$ cat src/rtl/vga_digit_display.sv
// vga_digit_display: 640x480 timing generator that renders NUM_DIGITS
// seven-segment glyphs plus an optional blinking colon.
//
// Optional feature: define LEADING_ZERO_BLANK_EN to blank leading zero
// cells (the rightmost cell is always drawn).
//
// Ports:
//   clk, reset   - clock, synchronous active-high reset
//   pix_en       - pixel-rate enable; all state advances only when set
//   digits       - 4-bit codes, digits[4i+3:4i] is cell i (cell 0 leftmost)
//   load         - captures digits into the pending register
//   colon_blink  - 1: colon blinks every BLINK_FRAMES frames, 0: steady on
//   hsync, vsync - active-low syncs
//   video_on     - visible-area flag aligned with rgb
//   rgb          - pixel colour
module vga_digit_display #(
  parameter int NUM_DIGITS = 4,
  parameter int ORIGIN_X = 15,
  parameter int ORIGIN_Y = 100,
  parameter int DIGIT_W = 80,
  parameter int DIGIT_H = 120,
  parameter int SEG_T = 12,
  parameter int GAP = 15,
  parameter int COLON_AFTER = 1,
  parameter int COLON_W = 20,
  parameter logic [7:0] FG = 8'hC0,
  parameter logic [7:0] BG = 8'h00,
  parameter int BLINK_FRAMES = 30
) (
  input  logic                    clk,
  input  logic                    reset,
  input  logic                    pix_en,
  input  logic [4*NUM_DIGITS-1:0] digits,
  input  logic                    load,
  input  logic                    colon_blink,
  output logic                    hsync,
  output logic                    vsync,
  output logic                    video_on,
  output logic [7:0]              rgb
);

  localparam int unsigned CW = 10;
  localparam int unsigned DW = 4 * NUM_DIGITS;
  localparam int unsigned BCW = (BLINK_FRAMES > 1) ? $clog2(BLINK_FRAMES) : 1;

  localparam int unsigned H_TOTAL = 800;
  localparam int unsigned H_VIS = 640;
  localparam int unsigned H_SYNC_S = 656;
  localparam int unsigned H_SYNC_E = 751;
  localparam int unsigned V_TOTAL = 525;
  localparam int unsigned V_VIS = 480;
  localparam int unsigned V_SYNC_S = 490;
  localparam int unsigned V_SYNC_E = 491;

  // Left x of digit cell i; cells right of the colon shift by the colon cell.
  function automatic int cell_x(input int i);
    int x;
    x = ORIGIN_X + i * (DIGIT_W + GAP);
    if (i > COLON_AFTER) x = x + COLON_W + GAP;
    return x;
  endfunction

  localparam bit HAS_COLON = (COLON_AFTER < NUM_DIGITS);
  localparam int COLON_X = cell_x(COLON_AFTER) + DIGIT_W + GAP + (COLON_W - SEG_T) / 2;
  localparam int DOT1_Y = DIGIT_H / 3 - SEG_T / 2;
  localparam int DOT2_Y = (2 * DIGIT_H) / 3 - SEG_T / 2;
  localparam int G_TOP = DIGIT_H / 2 - SEG_T / 2;
  localparam int HALF_H = DIGIT_H / 2;

  // Segment bits ordered {a,b,c,d,e,f,g}; codes A-F are dark.
  function automatic logic [6:0] seg_decode(input logic [3:0] code);
    case (code)
      4'd0: return 7'b1111110;
      4'd1: return 7'b0110000;
      4'd2: return 7'b1101101;
      4'd3: return 7'b1111001;
      4'd4: return 7'b0110011;
      4'd5: return 7'b1011011;
      4'd6: return 7'b1011111;
      4'd7: return 7'b1110000;
      4'd8: return 7'b1111111;
      4'd9: return 7'b1111011;
      default: return 7'b0000000;
    endcase
  endfunction

  logic [CW-1:0]  h_cnt, v_cnt;
  logic           h_last_c, v_last_c, frame_tick_c;
  logic [DW-1:0]  pend, disp;
  logic           pend_vld;
  logic [BCW-1:0] blink_cnt;
  logic           blink_phase;
  logic [CW-1:0]  h1, v1;
  logic           hs1, vs1, vis1;
  logic [NUM_DIGITS-1:0] blank_c;
  logic           hit_c;
  int             x_c, y_c, rx_c;
  logic [6:0]     segs_c;
  logic           upper_c, left_c, right_c;

  assign h_last_c = (h_cnt == CW'(H_TOTAL - 1));
  assign v_last_c = (v_cnt == CW'(V_TOTAL - 1));
  // Tick on which the counters move to (0,480): the first blanked line.
  assign frame_tick_c = pix_en && h_last_c && (v_cnt == CW'(V_VIS - 1));

  // Raster counters.
  always_ff @(posedge clk) begin
    if (reset) begin
      h_cnt <= '0;
      v_cnt <= '0;
    end else if (pix_en) begin
      h_cnt <= h_last_c ? '0 : h_cnt + CW'(1);
      if (h_last_c) v_cnt <= v_last_c ? '0 : v_cnt + CW'(1);
    end
  end

  // Pending/display digit registers; display only changes at the frame tick.
  always_ff @(posedge clk) begin
    if (reset) begin
      pend     <= '0;
      disp     <= '0;
      pend_vld <= 1'b0;
    end else if (pix_en) begin
      if (frame_tick_c) begin
        disp     <= load ? digits : pend;
        pend_vld <= 1'b0;
        if (load) pend <= digits;
      end else if (load) begin
        pend     <= digits;
        pend_vld <= 1'b1;
      end
    end
  end

  // Colon blink: frame counter toggling the phase every BLINK_FRAMES frames.
  always_ff @(posedge clk) begin
    if (reset) begin
      blink_cnt   <= '0;
      blink_phase <= 1'b1;
    end else if (frame_tick_c) begin
      if (blink_cnt == BCW'(BLINK_FRAMES - 1)) begin
        blink_cnt   <= '0;
        blink_phase <= ~blink_phase;
      end else begin
        blink_cnt <= blink_cnt + BCW'(1);
      end
    end
  end

  // Stage 1: coordinates and sync/visible decode.
  always_ff @(posedge clk) begin
    if (reset) begin
      h1   <= '0;
      v1   <= '0;
      hs1  <= 1'b1;
      vs1  <= 1'b1;
      vis1 <= 1'b0;
    end else if (pix_en) begin
      h1   <= h_cnt;
      v1   <= v_cnt;
      hs1  <= !((h_cnt >= CW'(H_SYNC_S)) && (h_cnt <= CW'(H_SYNC_E)));
      vs1  <= !((v_cnt >= CW'(V_SYNC_S)) && (v_cnt <= CW'(V_SYNC_E)));
      vis1 <= (h_cnt < CW'(H_VIS)) && (v_cnt < CW'(V_VIS));
    end
  end

  // Leading-zero blanking mask over the displayed digits.
`ifdef LEADING_ZERO_BLANK_EN
  logic lead_c;
  always_comb begin
    blank_c = '0;
    lead_c  = 1'b1;
    for (int i = 0; i < NUM_DIGITS - 1; i++) begin
      if (lead_c && (disp[4*i +: 4] == 4'd0)) blank_c[i] = 1'b1;
      else lead_c = 1'b0;
    end
  end
`else
  always_comb begin
    blank_c = '0;
  end
`endif

  // Segment/colon hit test for the stage-1 pixel.
  always_comb begin
    hit_c   = 1'b0;
    x_c     = int'(h1);
    y_c     = int'(v1) - ORIGIN_Y;
    rx_c    = 0;
    segs_c  = '0;
    upper_c = 1'b0;
    left_c  = 1'b0;
    right_c = 1'b0;
    for (int i = 0; i < NUM_DIGITS; i++) begin
      segs_c  = blank_c[i] ? 7'd0 : seg_decode(disp[4*i +: 4]);
      rx_c    = x_c - cell_x(i);
      upper_c = (y_c < HALF_H);
      left_c  = (rx_c < SEG_T);
      right_c = (rx_c >= DIGIT_W - SEG_T);
      if ((rx_c >= 0) && (rx_c < DIGIT_W) && (y_c >= 0) && (y_c < DIGIT_H)) begin
        if ((segs_c[6] && (y_c < SEG_T)) ||
            (segs_c[0] && (y_c >= G_TOP) && (y_c < G_TOP + SEG_T)) ||
            (segs_c[3] && (y_c >= DIGIT_H - SEG_T)) ||
            (segs_c[5] && right_c && upper_c) ||
            (segs_c[4] && right_c && !upper_c) ||
            (segs_c[2] && left_c && !upper_c) ||
            (segs_c[1] && left_c && upper_c))
          hit_c = 1'b1;
      end
    end
    if (HAS_COLON && (!colon_blink || blink_phase) &&
        (x_c >= COLON_X) && (x_c < COLON_X + SEG_T) &&
        (((y_c >= DOT1_Y) && (y_c < DOT1_Y + SEG_T)) ||
         ((y_c >= DOT2_Y) && (y_c < DOT2_Y + SEG_T))))
      hit_c = 1'b1;
  end

  // Stage 2: registered outputs.
  always_ff @(posedge clk) begin
    if (reset) begin
      hsync    <= 1'b1;
      vsync    <= 1'b1;
      video_on <= 1'b0;
      rgb      <= 8'h00;
    end else if (pix_en) begin
      hsync    <= hs1;
      vsync    <= vs1;
      video_on <= vis1;
      rgb      <= vis1 ? (hit_c ? FG : BG) : 8'h00;
    end
  end

endmodule
$ cat config.mk
export PLATFORM = sky130hd
export DESIGN_NAME = vga_digit_display
export DESIGN_NICKNAME = d
export VERILOG_FILES = /design/src/rtl/vga_digit_display.sv
export SDC_FILE = /design/constraint.sdc
export NUM_CORES = 1
export LEC_CHECK = 0
export ABC_AREA = 1
export CORE_ASPECT_RATIO = 1.1
export CORE_MARGIN = 10
export CORE_UTILIZATION = 55
export DETAILED_ROUTE_END_ITERATION = 6
export PLACE_DENSITY = 0.74
export SETUP_SLACK_MARGIN = 0.05
export SLEW_MARGIN = 25
export SYNTH_ARGS = -nofsm -noshare
export SYNTH_HDL_FRONTEND = slang
export SYNTH_SLANG_ARGS = --single-unit
export TNS_END_PERCENT = 1
$ cat constraint.sdc
create_clock -name clk -period 2.69 [get_ports clk]
set_input_delay 0.538 -clock clk [delete_from_list [all_inputs] [get_ports clk]]
set_output_delay 0.538 -clock clk [all_outputs]
set_load 0.02 [all_outputs]
## After elaboration in Yosys (flattened, before gate mapping)

Memory sizes are Yosys's and may differ from the RTL's. A register that Yosys moved wholly into a read port is not among the register bits.
Index checks and enable logic that the tools add are counted.

| operators by class | value |
|---|---|
| equality and inequality tests | 4 |
| bitwise gates (word level) | 1 |
| $mul | 0 |
| reductions and logical operators | 103 |
| mux-type cells | 23 |
| shift operators | 0 |
| add/sub/neg operators | 8 |
| div/mod/pow operators | 0 |
| order comparisons | 35 |

Operators by type and width:

| kind | number |
|---|---|
| 11-bit by 8-bit less-than comparator with 1-bit output, second input constant | 7 |
| 1-bit logical AND | 70 |
| 11-bit by 8-bit greater-or-equal comparator with 1-bit output, second input constant | 6 |
| 11-bit by 1-bit greater-or-equal comparator with 1-bit output, second input constant | 5 |
| 11-bit by 5-bit less-than comparator with 1-bit output, second input constant | 5 |
| 4-bit 2-to-1 mux | 8 |
| 1-bit logical OR | 26 |
| 11-bit by 7-bit greater-or-equal comparator with 1-bit output, second input constant | 2 |
| 11-bit by 7-bit less-than comparator with 1-bit output, second input constant | 2 |
| 10-bit by 7-bit subtractor with 11-bit output, second input constant | 2 |
| 10-bit by 1-bit adder with 10-bit output, second input constant | 2 |
| 10-bit equality test, second input constant | 2 |
| 10-bit 2-to-1 mux | 2 |
| 16-bit 2-to-1 mux | 1 |
| 8-bit 2-to-1 mux | 2 |
| 10-bit by 4-bit subtractor with 11-bit output, second input constant | 1 |
| 10-bit by 8-bit subtractor with 11-bit output, second input constant | 1 |
| 10-bit by 9-bit subtractor with 11-bit output, second input constant | 1 |
| 10-bit by 9-bit equality test with 1-bit output, second input constant | 1 |
| 10-bit greater-or-equal comparator, second input constant | 1 |
| 10-bit by 8-bit greater-or-equal comparator with 1-bit output, second input constant | 1 |
| 10-bit by 9-bit greater-or-equal comparator with 1-bit output, second input constant | 1 |
| 10-bit less-or-equal comparator, second input constant | 1 |
| 10-bit by 9-bit less-or-equal comparator with 1-bit output, second input constant | 1 |
| 10 further kinds | 23 |

| storage, ports and cells | value |
|---|---|
| memory bits (read-only) | 448 |
| input port bits | 21 |
| RAM bits | 0 |
| flip-flop bits (word level) | 92 |
| latch bits | 0 |
| logic and storage cells | 193 |
| memories | 4 |
| output and inout bits | 11 |

Memories:

| name | depth | bits a word | read ports | clocked after Yosys merged registers in | wr ports | line | source |
|---|---|---|---|---|---|---|---|
| (no name shown) | 16 | 7 | 1 | 1 | 0 | 72 | `case (code)` |
| (no name shown) | 16 | 7 | 1 | 1 | 0 | 72 |  |
| (no name shown) | 16 | 7 | 1 | 1 | 0 | 72 |  |
| (no name shown) | 16 | 7 | 1 | 1 | 0 | 72 |  |

## Longest topological paths before layout

| depth | value |
|---|---|
| depth after elaboration | 21 |
| gate-level depth with buffers | 22 |

## Worst setup path after synthesis

Ideal clock, no wire load.

| timing path | value |
|---|---|
| path type | register to register |
| start point | register h_cnt[0] |
| end point | register with a tool-made name |
| cell stages (with the launch flop) | 18 |
| path slack | 0.074 ns |
| period minus slack after synthesis | 2.616 ns |
| arrival | 2.553 ns |
| path buffers | 2 |
| required time | 2.627 ns |
| setup time | 0.063 ns |
| cell sequence | dfxtp_1 ha_1 nand3_1 inv_1 and3_1 inv_2 nor2_4 nand2_2 clkinv_4 buf_8 buf_4 o211ai_1 inv_1 ha_1 or2_2 o21ai_1 nand2_1 nand2_1 |

RTL lines:

| what | line | source |
|---|---|---|
| start: declaration | 87 | `logic [CW-1:0] h_cnt, v_cnt;` |
| start signal: assignment | 112 | `h_cnt <= h_last_c ? '0 : h_cnt + CW'(1);` |

==> flow_summary.json <==
{
  "tritoncts": "yes",
  "die_y_um": 135,
  "cts-htree-levels": 4,
  "wl_um": 15300,
  "hold_slack_ns": 0.462,
  "hpwlAfterDp_um": 11000,
  "cp_max_fo": 16,
  "core_area_um2": 11900,
  "numCtsBuffers": 17,
  "synth_top_flop_cell": "dfxtp_1",
  "synth_area_leaders": "dfxtp_1 (34%), nand2_1 (15%), ha_1 (7.5%), inv_1 (5.9%), nand3_1 (5.4%)",
  "portBuffers": 25,
  "ys_types": 50,
  "power.total_mw": 4.67,
  "drv_slew": 0,
  "clockRootBuffer": "clkbuf_16",
  "gp_congestion": 0.889,
  "layout_common_cells": "nand2_1 (264), dfxtp_1 (112), inv_1 (104), nand3_1 (70), nor2_1 (67)",
  "critPathLaunchType": "register",
  "io_pins": 32,
  "cp.arrival_ns": 2.80,
  "drtAntennaViolNets": 0,
  "rrSetupSlack_ns": 0.25,
  "yosysSeqAreaShare_pct": 34.0,
  "drive_above_1_share_pct": 13.1,
  "timing.final.hold_violations": 0,
  "clock-sinks": 113,
  "worstSetupPathType": "reg2reg",
  "firstDrtPassIters": 5,
  "yosys.area.top_type_share_pct": 34.0,
  "syn_to_final_growth_pct": 18.8,
  "final_nets": 1064,
  "fin_util_pct": 66.2,
  "num_rows": 42,
  "clk_pin_slew_ns": 0.05,
  "design_area_um2": 7900,
  "viasPerCell": 5.19,
  "antenna_found_initial": 0,
  "drc": 0,
  "grt_remaining_overflow": 0,
  "ys_warn_count": 0,
  "post-route-min-period_ns": 2.44,
  "rsz0062_at_grt": "true",
  "setup_viol": 0,
  "ys_async_sr_fraction_pct": 0,
  "track_usage_pct": 18.5,
  "clock_skew_ns": 0.00879,
  "grt_start_max_net_pins": 53,
  "grt_pass1_wl_um": 26800,
  "n_antenna_cell": 0,
  "cts_buffer_depth": 2,
  "powerDensity_nw_per_um2": 591,
  "drt_iter0_markers": 482,
  "routedWlPerCell_um": 13.1,
  "layout_commonest_cell": "nand2_1",
  "dieArea_um2": 16900,
  "vias": 6072,
  "place_area_um2": 7160,
  "synth-seq-cells": 113,
  "status": "complete, no violations",
  "avgSynthCellArea_um2": 6.96,
  "ir_drop_v": 0.000449,
  "critical_path_required_ns": 3.05,
  "hold_buffers": 0,
  "timing.fmax_mhz": 409,
  "yosysTopAreaCell": "dfxtp_1",
  "fp.dieW_um": 125,
  "start_util_pct": 55.8,
  "cap_violations": 0,
  "p_leak_nw": 3.87,
  "syn_inst": 956,
  "synth_edf_count": 0,
  "clkLatencyLatePin_ns": 0.42,
  "end_kind": "register",
  "grt_pass1_vias": 5820,
  "syn_area_um2": 6650,
  "fin_crit_sh_pct": 90.8,
  "worstHoldPathType": "reg2reg"
}
## report_power, final
part / internal (mW) / switching [mW] / leakage, nW / total (mW)
Clock: 1.71 / 0.764 / 0.323 / 2.47
Sequential: 1.71 / 0.0347 / 0.921 / 1.75
Combinational: 0.169 / 0.277 / 2.62 / 0.446
Total: 3.59 / 1.08 / 3.87 / 4.67
## metal layers
layer	vias up	global-route usage (%)	part of all wire, %
met4	0	7.04	1.9
met2	107	31.1	47
li1	3189	-	-
met5	-	0	0
met1	2750	22.6	46
met3	26	4.50	4.3
## synth_stat cells, types with 12 or more instances
master    count
a21oi_1      40
clkbuf_1     17
dfxtp_1     113
ha_1         40
inv_1       105
inv_2        18
mux2i_1      16
nand2_1     266
nand3_1      72
nand4_1      17
nor2_1       69
nor3_1       12
o211ai_1     22
o21ai_0      41
## path summary, 6_finish.rpt
check	from	endpoint	depth (start not counted)
worst max-delay path	v_cnt[1]$_SDFFE_PP0P_	register	13
worst max register to register	v_cnt[1]$_SDFFE_PP0P_	register	13
worst min register to register	vsync$_SDFFE_PP1P_	vsync$_SDFFE_PP1P_	2
worst min-delay path	vsync$_SDFFE_PP1P_	vsync$_SDFFE_PP1P_	2
## per-stage QoR
step                      std cells  setup slack [ns]  setup TNS (ns)
after floorplan                 961            0.0740               0
after global placement         1134            0.0431               0
after detailed placement       1134            0.0383               0
after CTS                      1166            0.0533               0
after global routing           1170           -0.0146         -0.0146
final                          1170             0.247               0
## cells by family after synthesis
family | Yosys count | share of synthesized area (%)
compound gates | 138 | 13.3
flops | 113 | 34.0
mux | 16 | 2.41
simple gates | 478 | 31.5
fa+ha+maj | 40 | 7.52
xor+xnor | 9 | 1.19
other cells | 1 | 0.0564
buf+inv | 161 | 9.95
## worst max-delay path, cell delays in order, from the launching register on
cell and delay (ns):
dfxtp_1 0.41, ha_1 0.24, nand3_1 0.12, nor3_1 0.28
nand2_4 0.17, inv_6 0.17, nand2_1 0.07, o211ai_1 0.10
inv_1 0.11, ha_1 0.20, or2_2 0.30, o21ai_1 0.08
nand2_1 0.06, nand2_1 0.06
## cell type report
cell class                      instances  area (um2)
Tap cell                              154         193
Clock buffer                           21         470
Timing Repair inverter                  1        8.76
Clock inverter                         11         183
Sequential cell                       113        2270
Multi-Input combinational cell        687        3790
Fill cell                            1051        4030
Inverter                              126         488
Timing Repair Buffer                   57         498
## what timing repair did
item,CTS,global route
buffers inserted,0,3
cloned,0,1
setup endpoints to repair,1,18
gates resized for setup,2,15
pin swaps,1,6
Power figures use the tool's default switching activity.
